$ cat src/rtl/xpmwrap_sdpram_rd_burst.sv
// xpmwrap_sdpram_rd_burst: port-B burst reader with read-latency tracking and a credit-gated FWFT output FIFO.
// Define XPMWRAP_RD_BURST_ADDR_TAG_EN to add m_addr, the RAM address each beat was read from.
module xpmwrap_sdpram_rd_burst #(
    parameter int ADDR_WIDTH   = 6,
    parameter int DATA_WIDTH   = 32,
    parameter int LEN_WIDTH    = 8,
    parameter int READ_LATENCY = 2,
    parameter int FIFO_DEPTH   = 4
) (
    input  logic                  clk,
    input  logic                  rst_n,
    input  logic                  cmd_valid,
    output logic                  cmd_ready,
    input  logic [ADDR_WIDTH-1:0] cmd_addr,
    input  logic [LEN_WIDTH-1:0]  cmd_len,
    output logic [ADDR_WIDTH-1:0] ram_addrb,
    output logic                  ram_enb,
    output logic                  ram_regceb,
    output logic                  ram_rstb,
    input  logic [DATA_WIDTH-1:0] ram_doutb,
    output logic [DATA_WIDTH-1:0] m_data,
    output logic                  m_last,
    output logic                  m_valid,
    input  logic                  m_ready,
`ifdef XPMWRAP_RD_BURST_ADDR_TAG_EN
    output logic [ADDR_WIDTH-1:0] m_addr,
`endif
    output logic                  busy
);
    localparam logic [0:0] IDLE  = 1'b0;
    localparam logic [0:0] ISSUE = 1'b1;
    localparam int PW = $clog2(FIFO_DEPTH);
    localparam int CW = $clog2(FIFO_DEPTH + READ_LATENCY + 1);

    logic [0:0]              state;
    logic                    armed;
    logic [ADDR_WIDTH-1:0]   addr_q;
    logic [LEN_WIDTH-1:0]    rem_q;
    logic [READ_LATENCY-1:0] pv, pl;
    logic [DATA_WIDTH-1:0]   f_data [FIFO_DEPTH];
    logic [FIFO_DEPTH-1:0]   f_last;
    logic [PW-1:0]           wr_ptr, rd_ptr;
    logic [CW-1:0]           count, inflight;
    logic                    empty, issue, push, pop;

    always_comb begin
        inflight = '0;
        for (int i = 0; i < READ_LATENCY; i++) inflight = inflight + CW'(pv[i]);
    end

    // Reads in flight plus buffered words never exceed the FIFO depth, so pushes cannot overflow.
    assign issue      = state == ISSUE && (inflight + count) < CW'(FIFO_DEPTH);
    assign empty      = count == '0;
    assign push       = pv[READ_LATENCY-1];
    assign pop        = !empty && m_ready;
    assign cmd_ready  = armed && state == IDLE && inflight == '0 && empty;
    assign busy       = state == ISSUE || inflight != '0 || !empty;
    assign ram_enb    = issue;
    assign ram_addrb  = addr_q;
    assign ram_rstb   = 1'b0;
    assign m_valid    = !empty;
    assign m_data     = f_data[rd_ptr];
    assign m_last     = !empty && f_last[rd_ptr];

    generate
        if (READ_LATENCY == 1) begin : g_rce_direct
            assign ram_regceb = issue;
        end else begin : g_rce_pipe
            assign ram_regceb = pv[READ_LATENCY-2];
        end
    endgenerate

    always_ff @(posedge clk or negedge rst_n) begin
        if (!rst_n) begin
            state  <= IDLE;
            armed  <= 1'b0;
            addr_q <= '0;
            rem_q  <= '0;
            pv     <= '0;
            pl     <= '0;
        end else begin
            armed <= 1'b1;
            pv    <= (pv << 1) | READ_LATENCY'(issue);
            pl    <= (pl << 1) | READ_LATENCY'(issue && rem_q == '0);
            if (state == IDLE) begin
                if (cmd_valid && cmd_ready) begin
                    addr_q <= cmd_addr;
                    rem_q  <= cmd_len;
                    state  <= ISSUE;
                end
            end else if (issue) begin
                addr_q <= addr_q + ADDR_WIDTH'(1);
                rem_q  <= rem_q - LEN_WIDTH'(1);
                if (rem_q == '0) state <= IDLE;
            end
        end
    end

    always_ff @(posedge clk or negedge rst_n) begin
        if (!rst_n) begin
            wr_ptr <= '0;
            rd_ptr <= '0;
            count  <= '0;
        end else begin
            if (push) wr_ptr <= wr_ptr + PW'(1);
            if (pop) rd_ptr <= rd_ptr + PW'(1);
            count <= count + CW'(push) - CW'(pop);
        end
    end

    always_ff @(posedge clk) begin
        if (push) begin
            f_data[wr_ptr] <= ram_doutb;
            f_last[wr_ptr] <= pl[READ_LATENCY-1];
        end
    end

`ifdef XPMWRAP_RD_BURST_ADDR_TAG_EN
    logic [ADDR_WIDTH-1:0] pa     [READ_LATENCY];
    logic [ADDR_WIDTH-1:0] f_addr [FIFO_DEPTH];

    always_ff @(posedge clk) begin
        pa[0] <= addr_q;
        for (int i = 1; i < READ_LATENCY; i++) pa[i] <= pa[i-1];
        if (push) f_addr[wr_ptr] <= pa[READ_LATENCY-1];
    end

    assign m_addr = empty ? '0 : f_addr[rd_ptr];
`endif
endmodule
$ cat config.mk
export PLATFORM = sky130hd
export DESIGN_NAME = xpmwrap_sdpram_rd_burst
export DESIGN_NICKNAME = d
export VERILOG_FILES = /design/src/rtl/xpmwrap_sdpram_rd_burst.sv
export SDC_FILE = /design/constraint.sdc
export NUM_CORES = 1
export LEC_CHECK = 0
export CORE_MARGIN = 2
export CORE_UTILIZATION = 40
export DETAILED_ROUTE_END_ITERATION = 6
export PLACE_DENSITY = 0.64
export SYNTH_ARGS = -nofsm -noshare
export SYNTH_HDL_FRONTEND = slang
export SYNTH_SLANG_ARGS = --single-unit
$ cat constraint.sdc
create_clock -name clk -period 2.35 [get_ports clk]
set_input_delay 0.235 -clock clk [delete_from_list [all_inputs] [get_ports clk]]
set_output_delay 0.235 -clock clk [all_outputs]
set_load 0.1 [all_outputs]
# Word level (Yosys, flattened, before mapping)
# Memory sizes are Yosys's and may differ from the RTL's.
# Cells that the tools add are included.
[totals] register_bits=31 out_inout_bits=45 memories=1 in_bits=50 mem_bits_rw=128 elab_cells=62
[classes] addsub=8 n_reduce_logical=18 n_bitwise=3 magnitude_cmp=4 muxes=17 eq_ne=1
[memory_table] memory="f_data" words=4 width=32 read_ports=1 rd_clocked_by_memory_dff=0 wr=1 line="40" source="logic [DATA_WIDTH-1:0] f_data [FIFO_DEPTH];"
[op_table] op="2-to-1 mux 8 bit" n=3
[op_table] op="2-to-1 mux 6 bit" n=3
[op_table] op="logical AND 1 bit" n=9
[op_table] op="logical NOT 8 bit" n=1
[op_table] op="2-to-1 mux 1 bit" n=8
[op_table] op="subtractor 8 x 1 -> 8 bit, second input constant" n=1
[op_table] op="adder 6 x 1 -> 6 bit, second input constant" n=1
[op_table] op="logical NOT 3 bit" n=2
[op_table] op="< comparator 2 x 3 -> 1 bit, second input constant" n=2
[op_table] op="adder 2 x 1 -> 2 bit, second input constant" n=2
[op_table] op="bitwise mux 4 bit" n=1
[op_table] op="OR 2 x 1 -> 2 bit" n=2
[op_table] op="adder 2 x 3 -> 3 bit" n=1
[op_table] op="adder 3 x 1 -> 3 bit" n=1
[op_table] op="< comparator 3 bit, second input constant" n=1
[op_table] op="nonzero test 3 bit" n=1
[op_table] op="subtractor 3 x 1 -> 3 bit" n=1
[op_table] op="adder 1 x 1 -> 2 bit" n=1
[op_table] op="binary-select mux 1 bit (select 2 bit)" n=1
[op_table] op="demux 1 bit (select 2 bit)" n=1
[op_table] op="greater-or-equal comparator 2 x 1 -> 1 bit, second input constant" n=1
[op_table] op="logical OR 1 bit" n=2
[op_table] op="!= test 2 x 1 -> 1 bit, second input constant" n=1
[op_table] op="AND reduction 2 bit" n=1
[op_table] op="other kinds (3)" n=3

# Logic depth before layout (Yosys ltp)
[logic_depth] depth_word=7 mapped_depth=9 mapped_depth_nobuf=8

# Worst setup path before layout
# No wires, ideal clock.
[synth_timing] path_type="register to register" from="reg pv[0]" to="reg state" setup_slack_ps=-1367 path_stages_with_launch=7 t_required_ps=2133 path_buffers=0 setup_time_ps=217 t_arrival_ps=3500 period_less_slack_ps=3717 cell_sequence="dfrtp_1 > ha_1 > ha_1 > a31oi_1 > xnor2_2 > nor2_1 > a32oi_1"
[synth_via] word_cells_on_any_way=11 classes_between="add/sub (2); order compare (1); mux (3); reduce/logical (5)"
[synth_rtl] item="from (decl)" line="39" source="logic [READ_LATENCY-1:0] pv, pl;"
[synth_rtl] item="from (signal assigned)" line="83" source="pv <= (pv << 1) | READ_LATENCY'(issue);"
[synth_rtl] item="adder 1 x 1 -> 2 bit" line="48" source="for (int i = 0; i < READ_LATENCY; i++) inflight = inflight + CW'(pv[i]);"
[synth_rtl] item="adder 2 x 3 -> 3 bit" line="52" source="assign issue = state == ISSUE && (inflight + count) < CW'(FIFO_DEPTH);"
[synth_rtl] item="< comparator 3 bit" line="52"
[synth_rtl] item="logical AND 1 bit" line="52"
[synth_rtl] item="via ram_enb" line="17" source="output logic ram_enb,"
[synth_rtl] item="2-to-1 mux 1 bit" line="91" source="end else if (issue) begin"
[synth_rtl] item="2-to-1 mux 1 bit" line="85" source="if (state == IDLE) begin"
[synth_rtl] item="to (signal assigned)" line="75" source="state <= IDLE;"
[synth_rtl] item="to (signal assigned)" line="89" source="state <= ISSUE;"
[synth_rtl] item="to (signal assigned)" line="94" source="if (rem_q == '0) state <= IDLE;"
[synth_rtl] item="to (decl)" line="35" source="logic [0:0] state;"
# The timed path passes the listed nets, and every way through them passes these cells.
# A chain may end at the register's enable or synchronous reset.

# Worst setup path after layout
[layout_timing] from="reg pv[0]" to="out ram_enb"
[layout_via] elab_chain_cells=4
[layout_rtl] item="adder 1 x 1 -> 2 bit" line="48"
[layout_rtl] item="adder 2 x 3 -> 3 bit" line="52"
[layout_rtl] item="< comparator 3 bit" line="52"
[layout_rtl] item="logical AND 1 bit" line="52"
[layout_rtl] item="to (decl)" line="17"
# No other way between the ends.

==> reports/metrics.cfg <==
[worst_setup_path]
r2r-start = count[1]
cp.arrival_ns = 2.02
cp.required_ns = 2.12
end_kind = output port
setup.worst_path.class = flip-flop to output port
crit_fanout = 4
r2r_slack_ns = 0.22
regToRegEndpoint = count[2]
rr_worst_depth = 8
crit_path_start_kind = flip-flop

[sta]
fin_crit_ns = 2.258
rsz0062_at_grt = no
finalHoldViolCount = 0
max-slew-margin-rel = 0.6326
tightest_slew_ns = 0.5491
fin_skew_ns = 0.004409
setup_viol = 0
max_clock_freq_mhz = 442.9
fin_tns_setup_ns = 0
post-route-period-util = 0.9607
slew_viol_final = 0

[clocking]
htree_levels = 4
clock_sink_count = 159
root_buffer = clkbuf_16
cts_made_buffers = 17
clk_latency_ns = 0.42
max-clock-path-buffers = 2
cts_tree = done
clk_pin_slew_ns = 0.06

[grt]
grt_pass1_wl_um = 19550
grt_pass1_vias = 3563
grt_usage = 0.1572
grt_max_degree = 33
overflow = 0
antenna_found_initial = 0

[die]
die_w_um = 130.7
start_util = 0.4069
die_area_mm2 = 0.01707
core_area_mm2 = 0.01577
io_pins = 95
rows = 46
die_h_um = 130.7

[finish]
fillCellCount = 1207
final-seq-area_mm2 = 0.004646
drive_above_1_share = 0.3128
multiInputGateArea_mm2 = 0.001709
num_antenna_cells = 0
fin_nets = 504
synthToLayoutAreaGrowth_pct = 36.05

[placed_design]
port_buffers = 93
dp_hpwl_um = 8271
place.gp.congestion = 0.7714

[synthesis]
synth_edf_count = 132
synth_fa_ha_area_frac = 0.02652
postSynthCellCount = 327
synth_cell_types = 49
ys_seq_area_frac = 0.7229
synth.area.mux_share = 0.1271
async_flop_share = 0.1698
synthXorXnorAreaFrac = 0.01072
synth_warnings = 0
synth_top_family_by_area = multiplexers
synth_area_mm2 = 0.006417
synth.ff_latch_count = 159
synth_ff_type = edfxtp_1
synth-simple-area-share = 0.03841
synth-compound-area-share = 0.05245
syn_nets = 390
syn_avg_cell_area_um2 = 19.63

[status]
status = complete, no violations

[drt]
drc = 0
drtPass1Iterations = 4
wl_per_cell_um = 18.59
postRouteAntennaNets = 0
drt_iter0_markers = 243
wl_um = 12450
vias = 3431
routed_via_density = 5.121

[job]
maxCapViolations = 0

[hold_path]
min_path_type = input port to asynchronous set/reset pin

==> synth_stat cells, types with 3 or more instances <==
master	instances	area share
o2111ai_1	5	0.0068
ha_1	12	0.023
dfrtp_1	27	0.11
nand2_1	7	0.0041
nor2_1	5	0.0029
o21ai_0	3	0.0023
and2_1	6	0.0058
nor3b_1	4	0.0047
nor2b_1	3	0.0029
nand3_1	3	0.0023
mux2i_1	5	0.0078
inv_1	14	0.0082
buf_2	4	0.0031
clkbuf_1	6	0.0035
o211a_1	4	0.0062
edfxtp_1	132	0.62
o32a_1	3	0.0047
and3_1	3	0.0029
mux4_2	33	0.12
xor2_1	4	0.0055
o22ai_1	3	0.0029
==> what timing repair did <==
action                                  in CTS  in global routing
endpoints found under the setup margin       1                  0
resized for setup                            0                  0
buffers inserted                             1                  0
hold buffers                                 0                  0
==> layout by cell type (no fill, tap or decap), types with 4 or more instances in the layout <==
master,n
o2111ai_1,5
xor2_1,4
buf_12,43
clkbuf_16,17
edfxtp_1,132
mux4_2,33
clkinv_2,4
dfrtp_1,24
nor3b_1,4
ha_1,10
mux2i_1,5
nor2_1,4
and2_2,4
nand2_1,7
o211a_1,4
clkdlybuf4s50_1,49
buf_4,17
inv_1,14
==> sequential cells by signal (all words and copies together), names as in the netlist <==
| name | flops |
|---|---|
| f_data | 128 |
| armed | 1 |
| f_last | 4 |
| count | 3 |
| rd_ptr | 2 |
| rem_q | 8 |
| state | 1 |
| pv | 2 |
| pl | 2 |
| wr_ptr | 2 |
| ram_addrb | 6 |
==> worst max path at each step <==
stage                   from  slack, ns       end  cells past startpoint
floorplan              pv[0]       0.01     state                      6
global placement    count[1]       0.28  count[2]                      8
detailed placement  count[1]       0.23  count[2]                      8
CTS                    pv[0]       0.07   ram_enb                      6
global route           pv[0]       0.02   ram_enb                      6
finish                 pv[0]       0.09   ram_enb                      6
==> layer usage <==
metal / vias to the layer above / routed length [µm] / GRT usage
li1: 1549 / - / -
met1: 1762 / 5415 / 0.2087
met2: 109 / 6169 / 0.2512
met3: 11 / 756 / 0.04723
met4: 0 / 113 / 0.05069
met5: - / 0 / 0
==> per-stage QoR <==
step	worst slack, ns	cells	area (µm²)	util	hold WS (ns)
3_3_place_gp	0.2785	637	8153	0.5170	0.3391
3_5_place_dp	0.2294	637	8153	0.5170	0.3622
6_report	0.09234	670	8731	0.5536	0.1980
5_1_grt	0.02402	670	8731	0.5536	0.2335
4_1_cts	0.06803	670	8731	0.5536	0.1992
2_1_floorplan	0.01115	327	6480	-	-0.06059
==> critical path, stage by stage, from the launching register on <==
cell	delay (ns)
dfrtp_4	0.50
ha_4	0.17
ha_4	0.22
a31oi_4	0.24
xnor2_4	0.10
nor2_4	0.16
buf_12	0.20
==> cell families after synthesis <==
family	count (synthesis)
buffers and inverters	29
AO/OA/AOI/OAI	35
adder cells (fa/ha/maj)	13
flip-flops	159
other	2
multiplexers	40
XOR/XNOR	7
AND/OR/NAND/NOR	42
==> layout make-up <==
class	instances	share of cell area
flip-flops and latches	159	0.5321
multi-input cells	139	0.1958
repair buffers	109	0.1694
clock buffers	18	0.04915
well taps	216	0.03095
clock inverters	14	0.01619
inverters	15	0.006449
Power is left out: the tool's default activity adds up to more than one toggle a clock period on the data nets, which glitch-free logic cannot reach.
